## config.mk

```make
export PLATFORM = sky130hd
export DESIGN_NAME = load_store_unit
export DESIGN_NICKNAME = d
export VERILOG_FILES = /design/src/rtl/lsu_pkg.sv /design/src/rtl/lsu_lane_align.sv /design/src/rtl/load_store_unit.sv
export SDC_FILE = /design/constraint.sdc
export NUM_CORES = 1
export LEC_CHECK = 0
export ABC_AREA = 1
export BUFFER_PORTS_ARGS = -buffer_cell sky130_fd_sc_hd__buf_2
export CORE_MARGIN = 1.5
export CORE_UTILIZATION = 48
export CTS_CLUSTER_DIAMETER = 150
export DETAILED_ROUTE_END_ITERATION = 10
export PLACE_DENSITY_LB_ADDON = 0.3
export SLEW_MARGIN = 20
export SYNTH_ARGS = -nofsm -noshare
export SYNTH_HDL_FRONTEND = slang
export SYNTH_SLANG_ARGS = --single-unit
```

## constraint.sdc

```tcl
create_clock -name clk -period 4.3 [get_ports clk]
set_input_delay 0.86 -clock clk [delete_from_list [all_inputs] [get_ports clk]]
set_output_delay 0.86 -clock clk [all_outputs]
set_load 0.03 [all_outputs]
```

## src/rtl/lsu_pkg.sv

```systemverilog
// Shared definitions for the load/store unit: funct3 encodings, error codes
// and FSM states.
package lsu_pkg;

  localparam logic [2:0] F3_B  = 3'b000;
  localparam logic [2:0] F3_H  = 3'b001;
  localparam logic [2:0] F3_W  = 3'b010;
  localparam logic [2:0] F3_D  = 3'b011;
  localparam logic [2:0] F3_BU = 3'b100;
  localparam logic [2:0] F3_HU = 3'b101;
  localparam logic [2:0] F3_WU = 3'b110;

  // Width of the bus-timeout counter; covers the full TIMEOUT range.
  localparam int CNT_W = 16;

  typedef enum logic [1:0] {
    OK          = 2'd0,
    MISALIGNED  = 2'd1,
    ILLEGAL     = 2'd2,
    BUS_TIMEOUT = 2'd3
  } lsu_err_e;

  typedef enum logic [1:0] {
    IDLE   = 2'd0,
    ACCESS = 2'd1,
    RESP   = 2'd2
  } lsu_state_e;

endpackage

```

## src/rtl/lsu_lane_align.sv

```systemverilog
// Combinational lane steering: byte enables, store-data placement, load-data
// extraction/extension, plus funct3 legality and natural-alignment flags.
module lsu_lane_align
  import lsu_pkg::*;
#(
  parameter int  DATA_W = 32,
  localparam int BE_W   = DATA_W / 8,
  localparam int OFF_W  = $clog2(BE_W)
) (
  input  logic              we,
  input  logic [2:0]        funct3,
  input  logic [OFF_W-1:0]  off,
  input  logic [DATA_W-1:0] wdata,
  input  logic [DATA_W-1:0] rdata,
  output logic [BE_W-1:0]   be,
  output logic [DATA_W-1:0] wdata_lane,
  output logic [DATA_W-1:0] rdata_ext,
  output logic              legal,
  output logic              aligned
);

  localparam logic WIDE = (DATA_W == 64);

  logic [BE_W-1:0]   size_mask;
  logic [2:0]        align_mask;
  logic [DATA_W-1:0] data_mask;
  logic [DATA_W-1:0] rdata_shift;

  always_comb begin
    // NOTE: every combinational output gets a default first so no path leaves
    // a signal unassigned, which would infer a latch.
    legal = 1'b0;
    case (funct3)
      F3_B, F3_H, F3_W: legal = 1'b1;
      F3_D:             legal = WIDE;
      F3_BU, F3_HU:     legal = !we;
      F3_WU:            legal = !we && WIDE;
      default:          legal = 1'b0;
    endcase
  end

  always_comb begin
    size_mask  = '1;
    align_mask = 3'd7;
    case (funct3[1:0])
      2'd0: begin size_mask = BE_W'(1);  align_mask = 3'd0; end
      2'd1: begin size_mask = BE_W'(3);  align_mask = 3'd1; end
      2'd2: begin size_mask = BE_W'(15); align_mask = 3'd3; end
      default: begin size_mask = '1;     align_mask = 3'd7; end
    endcase
  end

  assign aligned = (off & OFF_W'(align_mask)) == '0;
  assign be      = size_mask << off;

  always_comb begin
    data_mask = '0;
    for (int i = 0; i < BE_W; i++) begin
      data_mask[8*i +: 8] = {8{size_mask[i]}};
    end
  end

  assign wdata_lane  = (wdata & data_mask) << {off, 3'b000};
  assign rdata_shift = rdata >> {off, 3'b000};

  // Size casts of signed operands sign-extend; unsigned ones zero-extend.
  always_comb begin
    rdata_ext = rdata_shift;
    case (funct3)
      F3_B:    rdata_ext = DATA_W'($signed(rdata_shift[7:0]));
      F3_BU:   rdata_ext = DATA_W'(rdata_shift[7:0]);
      F3_H:    rdata_ext = DATA_W'($signed(rdata_shift[15:0]));
      F3_HU:   rdata_ext = DATA_W'(rdata_shift[15:0]);
      F3_W:    rdata_ext = DATA_W'($signed(rdata_shift[31:0]));
      F3_WU:   rdata_ext = DATA_W'(rdata_shift[31:0]);
      default: rdata_ext = rdata_shift;
    endcase
  end

endmodule

```

## src/rtl/load_store_unit.sv

```systemverilog
// Handshaked load/store engine: accepts one request, checks it, runs a
// valid/ack bus cycle with timeout, and returns one registered response.
module load_store_unit
  import lsu_pkg::*;
#(
  parameter int  DATA_W  = 32,
  parameter int  ADDR_W  = 32,
  parameter int  TIMEOUT = 255,
  localparam int BE_W    = DATA_W / 8,
  localparam int OFF_W   = $clog2(BE_W)
) (
  input  logic              clk,
  input  logic              reset,
  input  logic              req_valid,
  output logic              req_ready,
  input  logic              req_we,
  input  logic [2:0]        req_funct3,
  input  logic [ADDR_W-1:0] req_addr,
  input  logic [DATA_W-1:0] req_wdata,
  output logic              rsp_valid,
  output logic [DATA_W-1:0] rsp_rdata,
  output logic [1:0]        rsp_err,
  output logic              bus_req,
  output logic              bus_we,
  output logic [ADDR_W-1:0] bus_addr,
  output logic [BE_W-1:0]   bus_be,
  output logic [DATA_W-1:0] bus_wdata,
  input  logic              bus_ack,
  input  logic [DATA_W-1:0] bus_rdata
);

  lsu_state_e state_q, next_state;

  logic             we_q;
  logic [2:0]       f3_q;
  logic [OFF_W-1:0] off_q;
  logic [CNT_W-1:0] cnt_q, cnt_d;

  logic              req_ready_q, req_ready_d;
  logic              rsp_valid_q, rsp_valid_d;
  logic [DATA_W-1:0] rsp_rdata_q, rsp_rdata_d;
  lsu_err_e          rsp_err_q, rsp_err_d;
  logic              bus_req_q, bus_req_d;
  logic              bus_we_q, bus_we_d;
  logic [ADDR_W-1:0] bus_addr_q, bus_addr_d;
  logic [BE_W-1:0]   bus_be_q, bus_be_d;
  logic [DATA_W-1:0] bus_wdata_q, bus_wdata_d;

  logic              in_idle, accept, timed_out;
  logic              a_we;
  logic [2:0]        a_f3;
  logic [OFF_W-1:0]  a_off;
  logic [BE_W-1:0]   a_be;
  logic [DATA_W-1:0] a_wdata, a_rdata;
  logic              a_legal, a_aligned;

  assign in_idle   = (state_q == IDLE);
  assign accept    = req_valid && in_idle;
  assign timed_out = (cnt_q == CNT_W'(TIMEOUT - 1));

  // One aligner serves both phases: the live request while idle (legality,
  // lanes) and the latched request afterwards (load extraction).
  assign a_we  = in_idle ? req_we                 : we_q;
  assign a_f3  = in_idle ? req_funct3             : f3_q;
  assign a_off = in_idle ? req_addr[OFF_W-1:0]    : off_q;

  lsu_lane_align #(.DATA_W(DATA_W)) u_align (
    .we         (a_we),
    .funct3     (a_f3),
    .off        (a_off),
    .wdata      (req_wdata),
    .rdata      (bus_rdata),
    .be         (a_be),
    .wdata_lane (a_wdata),
    .rdata_ext  (a_rdata),
    .legal      (a_legal),
    .aligned    (a_aligned)
  );

  // State register plus all registered outputs and the request latch.
  always_ff @(posedge clk or posedge reset) begin
    if (reset) begin
      state_q     <= IDLE;
      we_q        <= 1'b0;
      f3_q        <= '0;
      off_q       <= '0;
      cnt_q       <= '0;
      req_ready_q <= 1'b1;
      rsp_valid_q <= 1'b0;
      rsp_rdata_q <= '0;
      rsp_err_q   <= OK;
      bus_req_q   <= 1'b0;
      bus_we_q    <= 1'b0;
      bus_addr_q  <= '0;
      bus_be_q    <= '0;
      bus_wdata_q <= '0;
    end else begin
      // NOTE: sequential state uses non-blocking assignments so every flop
      // samples the pre-edge values regardless of statement order.
      state_q     <= next_state;
      cnt_q       <= cnt_d;
      req_ready_q <= req_ready_d;
      rsp_valid_q <= rsp_valid_d;
      rsp_rdata_q <= rsp_rdata_d;
      rsp_err_q   <= rsp_err_d;
      bus_req_q   <= bus_req_d;
      bus_we_q    <= bus_we_d;
      bus_addr_q  <= bus_addr_d;
      bus_be_q    <= bus_be_d;
      bus_wdata_q <= bus_wdata_d;
      if (accept) begin
        we_q  <= req_we;
        f3_q  <= req_funct3;
        off_q <= req_addr[OFF_W-1:0];
      end
    end
  end

  always_comb begin
    next_state = state_q;
    case (state_q)
      IDLE:    if (accept) next_state = (a_legal && a_aligned) ? ACCESS : RESP;
      ACCESS:  if (bus_ack || timed_out) next_state = RESP;
      RESP:    next_state = IDLE;
      default: next_state = IDLE;
    endcase
  end

  // Outputs are computed one cycle ahead from next_state and then registered,
  // so bus_ack never reaches a port combinationally.
  always_comb begin
    req_ready_d = (next_state == IDLE);
    rsp_valid_d = (next_state == RESP);
    bus_req_d   = (next_state == ACCESS);
    rsp_rdata_d = rsp_rdata_q;
    rsp_err_d   = rsp_err_q;
    bus_we_d    = bus_we_q;
    bus_addr_d  = bus_addr_q;
    bus_be_d    = bus_be_q;
    bus_wdata_d = bus_wdata_q;
    cnt_d       = cnt_q;

    case (state_q)
      IDLE: begin
        if (accept) begin
          rsp_rdata_d = '0;
          if (!a_legal)        rsp_err_d = ILLEGAL;
          else if (!a_aligned) rsp_err_d = MISALIGNED;
          else                 rsp_err_d = OK;
          bus_we_d    = req_we;
          bus_addr_d  = {req_addr[ADDR_W-1:OFF_W], {OFF_W{1'b0}}};
          bus_be_d    = a_be;
          bus_wdata_d = a_wdata;
          cnt_d       = '0;
        end
      end
      ACCESS: begin
        if (bus_ack) begin
          rsp_rdata_d = we_q ? '0 : a_rdata;
          rsp_err_d   = OK;
        end else if (timed_out) begin
          rsp_err_d   = BUS_TIMEOUT;
        end else if (cnt_q != '1) begin
          cnt_d       = cnt_q + 1'b1;
        end
      end
      default: ;
    endcase

    if (next_state != ACCESS) begin
      bus_we_d    = 1'b0;
      bus_addr_d  = '0;
      bus_be_d    = '0;
      bus_wdata_d = '0;
    end
  end

  assign req_ready = req_ready_q;
  assign rsp_valid = rsp_valid_q;
  assign rsp_rdata = rsp_rdata_q;
  assign rsp_err   = rsp_err_q;
  assign bus_req   = bus_req_q;
  assign bus_we    = bus_we_q;
  assign bus_addr  = bus_addr_q;
  assign bus_be    = bus_be_q;
  assign bus_wdata = bus_wdata_q;

endmodule

```

==> results.cfg <==
[grt]
antenna_found_initial = 2
grt_pass1_wl_um = 34700
grt_usage_pct = 27.1
grt_max_degree = 81
grt_pass1_vias = 6926
gr-total-overflow = 0

[floorplan]
core-area_um2 = 14700
row_count = 44
die_area_um2 = 16000
die_width_um = 127
pin_count = 210
die_h_um = 127
initial_utilization_pct = 49.9

[final_layout]
final_cell_mix = nand2_1, buf_2, nand3_1
syn_to_final_growth_pct = 22.4
drive_gt1_share_pct = 23.1
multiInputGateArea_um2 = 3570
fillers = 1383
seqCellArea_um2 = 3200
final_common_cell = nand2_1
design_area_um2 = 8980
final_nets = 1320

[timing]
slew_viol_final = 0
layout_worst_path_cycle_share_pct = 71.6
tightest_slew_ns = 0.958
fmax_mhz = 325
maxSlewHeadroom_pct = 36.0
rsz0062_at_grt = false
layout_min_cycle_time_ns = 3.08
skew_ns = 0.00990
setup_viol = 0
finalSetupTns_ns = 0
hold_violations = 0

[power_and_ir_drop]
p_per_area_nw_per_um2 = 682
ir_drop_mv = 0.416
power.leakage_uw = 0.00515

[detailed_routing]
wl_met1_um = 9550
topRoutingLayerUsed = met4
wl_met2_um = 9660
num_vias = 7565
wl_per_cell_um = 15.1
vias_per_cell = 5.35
dr.first_iter.drc_count = 625
ant_nets = 0
wl_met3_um = 1460
routed_wirelength_um = 21300
dr.pass1.iters = 5
drc_errors = 0

[clock_network]
cts.sinks = 128
clk_latency_ns = 0.43
cts_resized = 0
cts_buffers = 17
cts_hold_buf = 0
clk_pin_slew_worst_paths_ns = 0.06
clockRootBuffer = clkbuf_16
cts_max_path_buffers = 2
postCtsSetupRepairBufs = 0
htreeDepth = 4
cts_tree = done

[run_status]
status = completed

[yosys]
syn_area_um2 = 7330
ys_ff_latch = 128
yosys.cell_types.count = 33
syn_inst = 1044
syn_avg_cell_area_um2 = 7.03
ys.warnings.count = 0
synth-seq-area-share_pct = 43.7

[setup_path]
required_ns = 4.67
cp_slowest_cell = nor2_2
slowest_delay_ns = 0.53
r2r_cells = 9
worstSetupStartpointType = flip-flop
crit_end = bus_wdata[4]
reg2reg_setup_slack_ns = 1.22
critPathArrivalTime_ns = 3.44
worstSetupPathType = reg2reg
timing.rr.end = bus_wdata[4]
cp-startpoint = state_q[1]
timing.rr.start = state_q[1]
worstPathCellList = nor2_2 > o21ai_2 > buf_4 > inv_2 > buf_4 > o21ai_0 > nor2_2 > nand4_1 > nand2_1
endpoint_kind = flip-flop
crit_fanout = 47

[run]
maxCapViolCount = 0

[placed_design]
dp_hpwl_um = 14500
placed_area_um2 = 8380
gp_congestion = 0.879
portBuffers = 207

[hold_path]
min_path_type = reg2reg
## flip-flops by register name, indices dropped and copies added, names as in the netlist
signal / flops
rsp_rdata: 32
bus_addr: 30
req_ready: 1
f3_q: 3
bus_wdata: 32
we_q: 1
bus_req: 1
bus_we: 1
bus_be: 4
state_q: 2
off_q: 2
rsp_err: 2
cnt_q: 16
rsp_valid: 1
## synthesized netlist by cell type
cell type | count | area (µm²)
nor3_1 | 19 | 95.1
o21ai_0 | 32 | 160
o211ai_1 | 8 | 60.1
nand3_1 | 133 | 666
o21ai_1 | 2 | 10.0
dfrtp_1 | 127 | 3180
buf_6 | 5 | 56.3
nand3_2 | 2 | 20.0
ha_1 | 2 | 25.0
a21oi_1 | 19 | 95.1
buf_2 | 22 | 110
inv_2 | 13 | 48.8
inv_1 | 53 | 199
nor2_1 | 30 | 113
a21oi_4 | 1 | 16.3
clkinv_1 | 3 | 11.3
dfstp_2 | 1 | 26.3
nor2_4 | 2 | 22.5
nand2_2 | 5 | 31.3
a22oi_1 | 33 | 248
nand2_1 | 458 | 1720
nor3b_1 | 2 | 15.0
buf_4 | 2 | 15.0
buf_1 | 7 | 26.3
o21ai_2 | 2 | 17.5
nand2_4 | 2 | 22.5
nand3_4 | 1 | 17.5
nand4_1 | 12 | 75.1
and2_1 | 1 | 6.26
nor2_2 | 2 | 12.5
xor2_1 | 11 | 96.3
conb_1 | 1 | 3.75
clkbuf_1 | 31 | 116
## critical path, delay by kind of cell, from the launching register on
kind                   cells  cell delay, ns
AO/OA/AOI/OAI              2            0.32
buffers and inverters      3            1.05
flip-flops                 1            0.44
AND/OR/NAND/NOR            4            1.19
## per-layer routing
metal / vias up / GRT usage, %
met5: - / 0
met3: 48 / 5.69
met2: 296 / 42.1
met4: 0 / 11.2
li1: 3698 / -
met1: 3523 / 37.1
## area by class of cell
type	count	area share, %
Clock inverter	14	1.71
Multi-Input combinational cell	781	39.7
Timing Repair Buffer	217	12.4
Clock buffer	18	4.89
Sequential cell	128	35.7
Antenna cell	3	0.0836
Inverter	69	2.94
Tap cell	184	2.56
## per-stage QoR
step	total power (µW)	util, %	cells	hold slack [ns]	setup slack, ns
final	6130	61.1	1414	0.475	1.22
after global routing	6540	61.0	1412	0.508	0.979
after global placement	4610	57.0	1379	0.458	1.28
after floorplan	3980	-	1045	0.453	0.0290
after detailed placement	4630	57.0	1379	0.461	1.17
after CTS	6120	61.0	1411	0.477	1.25
## cells by family (layout without fill, tap and decap cells)
| logic type | after synthesis | after routing | synth area share (%) |
|---|---|---|---|
| and+or+nand+nor | 669 | 669 | 38.4 |
| buffers and inverters | 136 | 318 | 7.95 |
| DFF | 128 | 128 | 43.7 |
| AOI/OAI and AO/OA | 97 | 97 | 8.27 |
| xor gates and xnor gates | 11 | 11 | 1.31 |
| adders and majority gates | 2 | 2 | 0.341 |
| other | 1 | 5 | 0.0511 |
## how the worst min path moves through the flow
stage | startpoint | end | slack (ns) | depth (start not counted)
2_1_floorplan | f3_q[2] | f3_q[2] | 0.45 | 2
3_3_place_gp | rsp_rdata[22] | rsp_rdata[22] | 0.46 | 2
3_5_place_dp | rsp_rdata[17] | rsp_rdata[17] | 0.46 | 2
4_1_cts | rsp_rdata[17] | rsp_rdata[17] | 0.48 | 2
5_1_grt | rsp_rdata[11] | rsp_rdata[11] | 0.51 | 2
6_report | rsp_rdata[11] | rsp_rdata[11] | 0.48 | 2
## report_power, final
part           leakage (µW)  total [µW]  internal (µW)  switching [µW]
Clock              0.000290        1480            879             599
Sequential          0.00176        1540           1410             127
Combinational       0.00310        3110            800            2310
No activity file was read; power rests on OpenSTA's default activity.
